$ cat src/rtl/uart_cmd_pkg.sv
// Shared definitions for the UART command host: frame header bytes, command
// opcodes, FSM state encoding and per-opcode frame/response lengths.
package uart_cmd_pkg;

   // Frame header bytes (byte 0 of every frame)
   localparam logic [7:0] RF_WR_CMD   = 8'hAA;
   localparam logic [7:0] RF_RD_CMD   = 8'hBB;
   localparam logic [7:0] ALU_OP_CMD  = 8'hCC;
   localparam logic [7:0] ALU_NOP_CMD = 8'hDD;

   // cmd_op encodings
   typedef enum logic [1:0] {
      OP_RF_WR   = 2'd0,
      OP_RF_RD   = 2'd1,
      OP_ALU_OP  = 2'd2,
      OP_ALU_NOP = 2'd3
   } op_e;

   // Host FSM states
   typedef enum logic [1:0] {
      ST_IDLE     = 2'd0,
      ST_SEND     = 2'd1,
      ST_WAIT_RSP = 2'd2,
      ST_DONE     = 2'd3
   } state_e;

   // Frame lengths in bytes, header included
   localparam logic [2:0] FLEN_RF_WR   = 3'd3;
   localparam logic [2:0] FLEN_RF_RD   = 3'd2;
   localparam logic [2:0] FLEN_ALU_OP  = 3'd4;
   localparam logic [2:0] FLEN_ALU_NOP = 3'd2;

   // Expected response lengths in bytes
   localparam logic [1:0] RLEN_RF_WR   = 2'd0;
   localparam logic [1:0] RLEN_RF_RD   = 2'd1;
   localparam logic [1:0] RLEN_ALU_OP  = 2'd2;
   localparam logic [1:0] RLEN_ALU_NOP = 2'd2;

   // Number of bytes sent for an opcode
   function automatic logic [2:0] frame_len(input op_e op);
      logic [2:0] len;
      case (op)
         OP_RF_WR:   len = FLEN_RF_WR;
         OP_RF_RD:   len = FLEN_RF_RD;
         OP_ALU_OP:  len = FLEN_ALU_OP;
         default:    len = FLEN_ALU_NOP;
      endcase
      return len;
   endfunction

   // Number of response bytes expected for an opcode
   function automatic logic [1:0] rsp_len(input op_e op);
      logic [1:0] len;
      case (op)
         OP_RF_WR:   len = RLEN_RF_WR;
         OP_RF_RD:   len = RLEN_RF_RD;
         OP_ALU_OP:  len = RLEN_ALU_OP;
         default:    len = RLEN_ALU_NOP;
      endcase
      return len;
   endfunction

endpackage

$ cat src/rtl/rsp_timer.sv
// Inter-byte response timer: clears on clr, counts on inc, flags the
// terminal count TIMEOUT_CYC-1.
//   clk, rst : clock, synchronous active-high reset
//   clr      : force count to zero (wins over inc)
//   inc      : advance count by one
//   term_c   : combinational, count == TIMEOUT_CYC-1
// TO_W must satisfy 2**TO_W > TIMEOUT_CYC.
module rsp_timer #(
   parameter int unsigned TIMEOUT_CYC = 4096,
   parameter int unsigned TO_W        = 13
) (
   input  logic clk,
   input  logic rst,
   input  logic clr,
   input  logic inc,
   output logic term_c
);

   logic [TO_W-1:0] cnt_q;
   logic [TO_W-1:0] cnt_d;

   // Next count
   always_comb begin
      cnt_d = cnt_q;
      if (clr) begin
         cnt_d = '0;
      end else if (inc) begin
         cnt_d = cnt_q + TO_W'(1);
      end
   end

   always_ff @(posedge clk) begin
      if (rst) begin
         cnt_q <= '0;
      end else begin
         cnt_q <= cnt_d;
      end
   end

   assign term_c = (cnt_q == TO_W'(TIMEOUT_CYC - 1));

endmodule

$ cat src/rtl/uart_cmd_host.sv
// UART command host: serializes one command into a byte frame toward a UART
// transmitter, then collects the response bytes or flags a timeout.
//   CLK, RST              : clock, synchronous active-high reset
//   cmd_valid/cmd_ready   : command handshake (ready only in IDLE)
//   cmd_op/addr/wdata/opa/opb/fun : command fields
//   tx_data/tx_valid/tx_ready     : frame byte stream out
//   rx_data/rx_valid      : received response bytes
//   rsp_data/rsp_valid/rsp_timeout: result, one-cycle pulse, timeout flag
//   busy                  : not IDLE
module uart_cmd_host
   import uart_cmd_pkg::*;
#(
   parameter int unsigned DATA_WIDTH  = 8,
   parameter int unsigned RF_ADDR     = 4,
   parameter int unsigned TIMEOUT_CYC = 4096,
   parameter int unsigned TO_W        = 13
) (
   input  logic                    CLK,
   input  logic                    RST,
   input  logic                    cmd_valid,
   output logic                    cmd_ready,
   input  logic [1:0]              cmd_op,
   input  logic [RF_ADDR-1:0]      cmd_addr,
   input  logic [DATA_WIDTH-1:0]   cmd_wdata,
   input  logic [DATA_WIDTH-1:0]   cmd_opa,
   input  logic [DATA_WIDTH-1:0]   cmd_opb,
   input  logic [3:0]              cmd_fun,
   output logic [DATA_WIDTH-1:0]   tx_data,
   output logic                    tx_valid,
   input  logic                    tx_ready,
   input  logic [DATA_WIDTH-1:0]   rx_data,
   input  logic                    rx_valid,
   output logic [2*DATA_WIDTH-1:0] rsp_data,
   output logic                    rsp_valid,
   output logic                    rsp_timeout,
   output logic                    busy
);

   localparam int unsigned RSP_W = 2 * DATA_WIDTH;

   state_e state_q, state_d;

   // Captured command fields
   op_e                    op_q,    op_d;
   logic [RF_ADDR-1:0]     addr_q,  addr_d;
   logic [DATA_WIDTH-1:0]  wdata_q, wdata_d;
   logic [DATA_WIDTH-1:0]  opa_q,   opa_d;
   logic [DATA_WIDTH-1:0]  opb_q,   opb_d;
   logic [3:0]             fun_q,   fun_d;

   // Byte index: frame byte while sending, response byte while waiting
   logic [1:0]             idx_q,   idx_d;

   logic [RSP_W-1:0]       rsp_data_q,    rsp_data_d;
   logic                   rsp_timeout_q, rsp_timeout_d;

   // Registered handshake/status outputs
   logic [DATA_WIDTH-1:0]  tx_data_q,   tx_data_d;
   logic                   tx_valid_q,  tx_valid_d;
   logic                   cmd_ready_q, cmd_ready_d;
   logic                   rsp_valid_q, rsp_valid_d;
   logic                   busy_q,      busy_d;

   logic accept;
   logic tx_fire;
   logic last_tx;
   logic last_rx;
   logic timer_clr;
   logic timer_inc;
   logic timer_term;

   assign accept  = cmd_valid && cmd_ready_q;
   assign tx_fire = (state_q == ST_SEND) && tx_ready;
   assign last_tx = ({1'b0, idx_q} + 3'd1) == frame_len(op_q);
   assign last_rx = (idx_q + 2'd1) == rsp_len(op_q);

   // Timer runs only while waiting; every received byte restarts it
   assign timer_clr = (state_q != ST_WAIT_RSP) || rx_valid;
   assign timer_inc = !timer_clr;

   rsp_timer #(
      .TIMEOUT_CYC (TIMEOUT_CYC),
      .TO_W        (TO_W)
   ) u_rsp_timer (
      .clk    (CLK),
      .rst    (RST),
      .clr    (timer_clr),
      .inc    (timer_inc),
      .term_c (timer_term)
   );

   // State register
   always_ff @(posedge CLK) begin
      if (RST) begin
         state_q <= ST_IDLE;
      end else begin
         state_q <= state_d;
      end
   end

   // Next-state logic
   always_comb begin
      state_d = state_q;
      case (state_q)
         ST_IDLE: begin
            if (accept) begin
               state_d = ST_SEND;
            end
         end
         ST_SEND: begin
            if (tx_fire && last_tx) begin
               state_d = (rsp_len(op_q) == 2'd0) ? ST_DONE : ST_WAIT_RSP;
            end
         end
         ST_WAIT_RSP: begin
            // A byte on the terminal cycle takes priority over the timeout
            if (rx_valid) begin
               if (last_rx) begin
                  state_d = ST_DONE;
               end
            end else if (timer_term) begin
               state_d = ST_DONE;
            end
         end
         default: begin
            state_d = ST_IDLE;
         end
      endcase
   end

   // Field, index and response datapath
   always_comb begin
      op_d          = op_q;
      addr_d        = addr_q;
      wdata_d       = wdata_q;
      opa_d         = opa_q;
      opb_d         = opb_q;
      fun_d         = fun_q;
      idx_d         = idx_q;
      rsp_data_d    = rsp_data_q;
      rsp_timeout_d = rsp_timeout_q;
      case (state_q)
         ST_IDLE: begin
            if (accept) begin
               op_d          = op_e'(cmd_op);
               addr_d        = cmd_addr;
               wdata_d       = cmd_wdata;
               opa_d         = cmd_opa;
               opb_d         = cmd_opb;
               fun_d         = cmd_fun;
               idx_d         = 2'd0;
               rsp_data_d    = '0;
               rsp_timeout_d = 1'b0;
            end
         end
         ST_SEND: begin
            if (tx_fire) begin
               if (last_tx) begin
                  idx_d      = 2'd0;
                  rsp_data_d = '0;
               end else begin
                  idx_d = idx_q + 2'd1;
               end
            end
         end
         ST_WAIT_RSP: begin
            if (rx_valid) begin
               // Response is assembled LSB first
               if (idx_q[0] == 1'b0) begin
                  rsp_data_d[DATA_WIDTH-1:0] = rx_data;
               end else begin
                  rsp_data_d[RSP_W-1:DATA_WIDTH] = rx_data;
               end
               idx_d = idx_q + 2'd1;
            end else if (timer_term) begin
               rsp_timeout_d = 1'b1;
            end
         end
         default: begin
         end
      endcase
   end

   // Output decode from next state so every output is a flop
   always_comb begin
      cmd_ready_d = (state_d == ST_IDLE);
      busy_d      = (state_d != ST_IDLE);
      tx_valid_d  = (state_d == ST_SEND);
      rsp_valid_d = (state_d == ST_DONE);
      tx_data_d   = '0;
      if (state_d == ST_SEND) begin
         case (op_d)
            OP_RF_WR: begin
               case (idx_d)
                  2'd0:    tx_data_d = DATA_WIDTH'(RF_WR_CMD);
                  2'd1:    tx_data_d = DATA_WIDTH'(addr_d);
                  default: tx_data_d = wdata_d;
               endcase
            end
            OP_RF_RD: begin
               case (idx_d)
                  2'd0:    tx_data_d = DATA_WIDTH'(RF_RD_CMD);
                  default: tx_data_d = DATA_WIDTH'(addr_d);
               endcase
            end
            OP_ALU_OP: begin
               case (idx_d)
                  2'd0:    tx_data_d = DATA_WIDTH'(ALU_OP_CMD);
                  2'd1:    tx_data_d = opa_d;
                  2'd2:    tx_data_d = opb_d;
                  default: tx_data_d = DATA_WIDTH'(fun_d);
               endcase
            end
            default: begin
               case (idx_d)
                  2'd0:    tx_data_d = DATA_WIDTH'(ALU_NOP_CMD);
                  default: tx_data_d = DATA_WIDTH'(fun_d);
               endcase
            end
         endcase
      end
   end

   // Datapath and output registers
   always_ff @(posedge CLK) begin
      if (RST) begin
         op_q          <= OP_RF_WR;
         addr_q        <= '0;
         wdata_q       <= '0;
         opa_q         <= '0;
         opb_q         <= '0;
         fun_q         <= '0;
         idx_q         <= '0;
         rsp_data_q    <= '0;
         rsp_timeout_q <= 1'b0;
         tx_data_q     <= '0;
         tx_valid_q    <= 1'b0;
         cmd_ready_q   <= 1'b1;
         rsp_valid_q   <= 1'b0;
         busy_q        <= 1'b0;
      end else begin
         op_q          <= op_d;
         addr_q        <= addr_d;
         wdata_q       <= wdata_d;
         opa_q         <= opa_d;
         opb_q         <= opb_d;
         fun_q         <= fun_d;
         idx_q         <= idx_d;
         rsp_data_q    <= rsp_data_d;
         rsp_timeout_q <= rsp_timeout_d;
         tx_data_q     <= tx_data_d;
         tx_valid_q    <= tx_valid_d;
         cmd_ready_q   <= cmd_ready_d;
         rsp_valid_q   <= rsp_valid_d;
         busy_q        <= busy_d;
      end
   end

   assign cmd_ready   = cmd_ready_q;
   assign busy        = busy_q;
   assign tx_data     = tx_data_q;
   assign tx_valid    = tx_valid_q;
   assign rsp_data    = rsp_data_q;
   assign rsp_valid   = rsp_valid_q;
   assign rsp_timeout = rsp_timeout_q;

endmodule

$ cat config.mk
export PLATFORM = sky130hd
export DESIGN_NAME = uart_cmd_host
export DESIGN_NICKNAME = d
export VERILOG_FILES = /design/src/rtl/uart_cmd_pkg.sv /design/src/rtl/rsp_timer.sv /design/src/rtl/uart_cmd_host.sv
export SDC_FILE = /design/constraint.sdc
export NUM_CORES = 1
export LEC_CHECK = 0
export CAP_MARGIN = 20
export CORE_MARGIN = 2
export CORE_UTILIZATION = 35
export DETAILED_ROUTE_END_ITERATION = 10
export DONT_BUFFER_PORTS = 1
export PLACE_DENSITY = 0.49
export SYNTH_ARGS = -nofsm -noshare
export SYNTH_HDL_FRONTEND = slang
export SYNTH_SLANG_ARGS = --single-unit
$ cat constraint.sdc
create_clock -name CLK -period 3.12 [get_ports CLK]
set_clock_uncertainty 0.05 [all_clocks]
set_input_delay 0 -clock CLK [delete_from_list [all_inputs] [get_ports CLK]]
set_output_delay 0 -clock CLK [all_outputs]
set_load 0.05 [all_outputs]
==> Word-level counts from Yosys, hierarchy flattened <==
Cells that the tools add are included.
{ "totals": {"ff_bits": 80, "in_bits": 47, "output_inout_bits": 29, "elab_cells": 105} }
{ "classes": {"n_addsub": 3, "n_eq_ne": 22, "muxes": 44, "bitwise": 1, "reduce_logical": 18} }
{ "op_table": {"columns": ["op", "n"], "rows": [
  ["two-way mux 8 bit", 10],
  ["two-way mux 16 bit", 4],
  ["case mux 16 bit (3 select lines)", 1],
  ["case mux 8 bit (3 select lines)", 2],
  ["two-way mux 2 bit", 13],
  ["inequality test 2 bit, second input constant", 9],
  ["two-way mux 4 bit", 4],
  ["case mux 8 bit (2 select lines)", 1],
  ["adder 13 x 1 -> 13 bit, second input constant", 1],
  ["equality test 13 x 12 -> 1 bit, second input constant", 1],
  ["zero test 2 bit", 6],
  ["case mux 2 bit (3 select lines)", 2],
  ["AND reduction 6 bit", 2],
  ["equality test 2 x 1 -> 1 bit, second input constant", 5],
  ["equality test 2 bit, second input constant", 5],
  ["case mux 3 bit (2 select lines)", 1],
  ["two-way mux 1 bit", 4],
  ["case mux 2 bit (2 select lines)", 1],
  ["AND reduction 4 bit", 1],
  ["nonzero test 2 bit", 2],
  ["OR reduction 2 bit", 2],
  ["adder 2 x 1 -> 3 bit, second input constant", 1],
  ["equality test 3 bit", 1],
  ["logical AND 1 bit", 3],
  ["other kinds (6)", 6]
]} }

==> Longest topological paths before layout <==
{ "depth": {"word_depth": 13, "ltp_mapped": 9, "mapped_depth_nobuf": 8} }

==> Cells and area by module <==
From an unflattened synthesis, not the netlist that was laid out.
{ "hier_totals": {"hier_cells": 415, "area_unflattened_um2": 3694.8} }
{ "by_module_without_submodules": {"columns": ["mod", "n_inst", "cells_per_inst", "area_per_inst_um2", "seq_area_each_um2"], "rows": [
  ["uart_cmd_host", 1, 347, 3091.7, 1341.3],
  ["rsp_timer", 1, 68, 603.1, 260.2]
]} }

==> Worst setup path before layout <==
OpenSTA, ideal clock, no wires.
{ "synth_path": {"path_kind": "flip-flop to flip-flop", "start": "register cmd_ready_q (netlist: cmd_ready)", "end": "register tx_data_q[2] (netlist: tx_data[2])", "setup_time_ps": 95, "arrival_ps": 2277, "slack_ps": 697, "path_stages_with_launch": 10, "cell_sequence": "dfxtp_1 -> nand2_1 -> nor3_4 -> buf_6 -> mux2i_1 -> clkbuf_1 -> nand2_1 -> o22ai_1 -> nand2_1 -> a221oi_1"} }
{ "synth_between": {"elab_chain_len": 6, "word_cells_on_any_way": 31, "classes_between": "eq/ne (5); mux (21); bitwise (1); reduce/logical (4)"} }
{ "synth_lines": {"columns": ["item", "line_no", "rtl"], "rows": [
  ["start, declared", "uart_cmd_host.sv:60", "logic cmd_ready_q, cmd_ready_d;"],
  ["start signal, assigned", "uart_cmd_host.sv:253", "cmd_ready_q <= cmd_ready_d;"],
  ["logical AND 1 bit *", "uart_cmd_host.sv:72", "assign accept = cmd_valid && cmd_ready_q;"],
  ["two-way mux 2 bit (on tied branches)", "uart_cmd_host.sv:144, uart_cmd_host.sv:106", null],
  ["case mux 2 bit (3 select lines) (on tied branches)", "uart_cmd_host.sv:142, uart_cmd_host.sv:104", null],
  ["equality test 2 bit, or another cell as far along", "uart_cmd_host.sv:207", "case (idx_d)"],
  ["case mux 8 bit (3 select lines), or another cell as far along", "uart_cmd_host.sv:207", null],
  ["case mux 8 bit (3 select lines) or OR reduction 2 bit (tied branches)", null, null],
  ["end signal, assigned", "uart_cmd_host.sv:251", "tx_data_q <= tx_data_d;"],
  ["end, declared", "uart_cmd_host.sv:58", "logic [DATA_WIDTH-1:0] tx_data_q, tx_data_d;"]
]} }
Every way passes the cells marked *; elsewhere a longest branch is shown, timed or not.
A chain may end at the register's enable or synchronous reset.

==> Worst setup path in the final report <==
{ "layout_path": {"start": "register idx_q[0]", "end": "register rsp_data_q[13] (netlist: rsp_data[13])"} }
{ "layout_between": {"elab_chain_len": 4, "word_cells_on_any_way": 5, "classes_between": "add/sub (1); eq/ne (3); reduce/logical (1)"} }
{ "layout_lines": {"columns": ["item", "line_no", "rtl"], "rows": [
  ["start, declared", "uart_cmd_host.sv:52", "logic [1:0] idx_q, idx_d;"],
  ["start signal, assigned", "uart_cmd_host.sv:248", "idx_q <= idx_d;"],
  ["adder 2 x 1 -> 3 bit", "uart_cmd_host.sv:74", "assign last_tx = ({1'b0, idx_q} + 3'd1) == frame_len(op_q);"],
  ["equality test 3 bit", "uart_cmd_host.sv:74", null],
  ["inequality test 2 bit (no line)", null, null],
  ["AND reduction 6 bit (no line) *", null, null],
  ["end signal, assigned", "uart_cmd_host.sv:249", "rsp_data_q <= rsp_data_d;"],
  ["end, declared", "uart_cmd_host.sv:54", "logic [RSP_W-1:0] rsp_data_q, rsp_data_d;"]
]} }
Marked as above.

==> summary.txt <==
Status
  • Status: finished clean

Timing
  • Max-slew violation count: 0
  • Final setup vio count: 0
  • Worst relative slew slack: 0.5125
  • Worst-margin pin slew: 710.9 ps
  • RSZ-0062 raised after global routing: no
  • Fmax: 345.9 MHz
  • Fin crit period: 2891 ps
  • Tcrit/Tclk final: 0.9265
  • Setup TNS: 0 ps
  • Final Hold Vio Count: 0
  • Hold WS: 32.84 ps

Hold path
  • Hold Crit Class: in2reg

Clock network
  • Worst-skew pair later-pin latency: 350 ps
  • CTS buffer count: 9
  • Clk slew on worst S/H paths: 90 ps
  • Setup bufs post-CTS: 0
  • CTS root buf: clkbuf_8
  • H-tree lvl count: 3
  • Max Root-Sink Buffers: 2
  • Num Clock Sinks: 80
  • CTS tree: yes

Synth
  • Syn_nets: 429
  • Primary FF master, synth: dfxtp_1
  • Synthesized area: 0.003560 mm²
  • Post-synthesis sequential area ratio: 0.4499
  • Yosys top cell area share: 0.4499
  • Ys Warns: 0
  • Dominant cell type by area after synthesis: dfxtp_1
  • Synth unique cells: 55
  • Largest cells by area after synthesis: dfxtp_1 45%, mux2i_1 15%, nor2_1 8.4%
  • Seq cells post-synth: 80
  • EDFF count, synth: 0
  • Avg Cell Area, Syn: 9.368 µm²
  • Synth Instances: 380
  • Async SR Flop Fraction: 0

Die
  • Ports: 76
  • Initial Util: 0.3625
  • Die Y: 104.9 µm
  • Die width: 104.9 µm
  • Core Region: 0.009819 mm²
  • Area of the die: 0.01099 mm²
  • # rows: 36

Pwr
  • Cell Pwr Density: 503.8 mW/mm²
  • Leak Pwr: 1.778 nW
  • VDD IR-drop max: 0.2830 mV

GRT
  • Total track usage: 0.1747
  • Remaining global-route overflow: 0
  • Vias in the first global route: 3062
  • Largest net degree at the start of global routing: 57
  • First-pass GRT wire length: 15360 µm
  • Antenna violations before repair: 0

Worst setup path
  • CP Class: reg2reg
  • Critical Path Sink Type: register
  • Worst path required time: 3320 ps
  • Crit-path max FO: 10
  • Arr. time, crit path: 3090 ps
  • Worst reg-to-reg setup slack: 230 ps
  • CP Launch Type: register

Detailed routing
  • Drt drc: 0
  • DRT antenna net count: 0
  • Via/cell ratio: 5.017
  • Routed len/inst: 15.58 µm
  • Post-Route WL: 9051 µm
  • TritonRoute pass-1 iters: 4
  • Routed vias: 2915
  • Initial DRC count: 114

Layout
  • Syn-to-layout area delta: 27.98%
  • Commonest non-fill, non-tap cell in the layout: nor2_1
  • Most frequent cells in the layout: 80 x nor2_1, 79 x dfxtp_1, 66 x dlygate4sd3_1, 53 x mux2i_1, 14 x nand2_1
  • Fillers: 986
  • Layout Cells excl Fill: 581
  • Ant. Diodes: 0
  • Layout cells sized above 1: 0.1027
  • Nets: 493

Placed design
  • GPL Wtd Cong: 0.8439
  • Placed Cells: 499
  • Dpl hpwl: 5968 µm
  • Port bufs: 0

Run
  • Max_cap viols: 0
[synthesized netlist by cell type (all sizes together) (2+ instances only)]
| cell type | instances |
|---|---|
| a31oi | 7 |
| nor2 | 80 |
| nor2b | 6 |
| dfxtp | 80 |
| a21oi | 9 |
| nand2b | 2 |
| ha | 2 |
| mux2i | 53 |
| a22oi | 2 |
| and2 | 8 |
| a211oi | 4 |
| or2 | 2 |
| clkbuf | 10 |
| o21ai | 7 |
| and3 | 4 |
| o21a | 2 |
| o22ai | 2 |
| xnor2 | 6 |
| nor4 | 5 |
| o211ai | 4 |
| a221oi | 2 |
| nor3 | 8 |
| inv | 7 |
| nand3 | 7 |
| a31o | 2 |
| xor2 | 5 |
| mux2 | 5 |
| nand2 | 16 |
| or3 | 3 |
| buf | 13 |
[critical path, stage by stage (launching register included)]
cell and delay [ps]:
dfxtp_2 370, ha_2 400, nor4b_2 280, and2b_1 190, o211ai_1 80, a22oi_1 230
nor2b_1 160, buf_4 210, mux2i_1 210, nor2_1 60, dlygate4sd3_1 560
[state kept, by name, summed over array words and instances, names as in the netlist]
register           cells
addr_q                 4
busy                   1
cmd_ready              1
fun_q                  4
idx_q                  2
op_q                   2
opa_q                  8
opb_q                  8
rsp_data              16
rsp_timeout            1
rsp_valid              1
state_q                2
tx_data                8
tx_valid               1
u_rsp_timer.cnt_q     13
wdata_q                8
[report_power, final]
part / switching (mW) / leakage [nW] / internal, mW / total (mW)
Clock: 0.394 / 0.0994 / 0.394 / 0.788
Combinational: 0.191 / 1.03 / 0.179 / 0.370
Sequential: 0.0698 / 0.652 / 1.07 / 1.14
[layer usage]
layer	vias to the layer above	track usage	part of all wire
li1	1445	-	-
met1	1394	0.2129	0.45
met4	0	0.05905	0.013
met3	11	0.04304	0.045
met2	65	0.3001	0.50
met5	-	0	0
[cell families (layout without fill, tap and decap cells)]
group           count (synthesis)  count (layout)  share of synthesized area
simple gates                  147             147                     0.1989
flops                          80              80                     0.4499
mux                            58              58                     0.1648
compound gates                 52              52                     0.1033
buf+inv                        30              98                    0.04886
xor+xnor                       11              11                    0.02706
fa+ha+maj                       2               2                   0.007029
[final timing paths]
path / startpoint / to / depth (start not counted)
worst min-delay path: rx_valid / state_q[0] / 3
worst max-delay path: idx_q[0] / rsp_data[13] / 10
worst min register to register: u_rsp_timer.cnt_q[0] / u_rsp_timer.cnt_q[0] / 1
worst max register to register: idx_q[0] / rsp_data[13] / 10
[area by class of cell]
cell class	instances	area [µm²]	area share
multi-input cells	270	1790	0.3930
flip-flops and latches	80	1603	0.3518
repair buffers	76	768.2	0.1686
well taps	133	166.4	0.03653
clock buffers	10	137.6	0.03021
clock inverters	5	63.81	0.01401
inverters	7	26.28	0.005768
[what timing repair did]
action | in CTS | in global routing
endpoints found under the hold margin | 61 | 0
resized for setup | 0 | 3
hold buffers | 67 | 0
setup endpoints to repair | 0 | 3
[metrics by stage]
step | power, mW | util | area (µm²) | setup WS, ps
after global placement | 1.442 | 0.3726 | 3659 | 448.3
after global routing | 2.406 | 0.4639 | 4556 | 31.31
after floorplan | 1.393 | - | 3560 | 697.5
final | 2.295 | 0.4639 | 4556 | 229.2
after detailed placement | 1.444 | 0.3726 | 3659 | 399.4
after CTS | 2.323 | 0.4632 | 4548 | 115.6
Power figures use the tool's default switching activity.
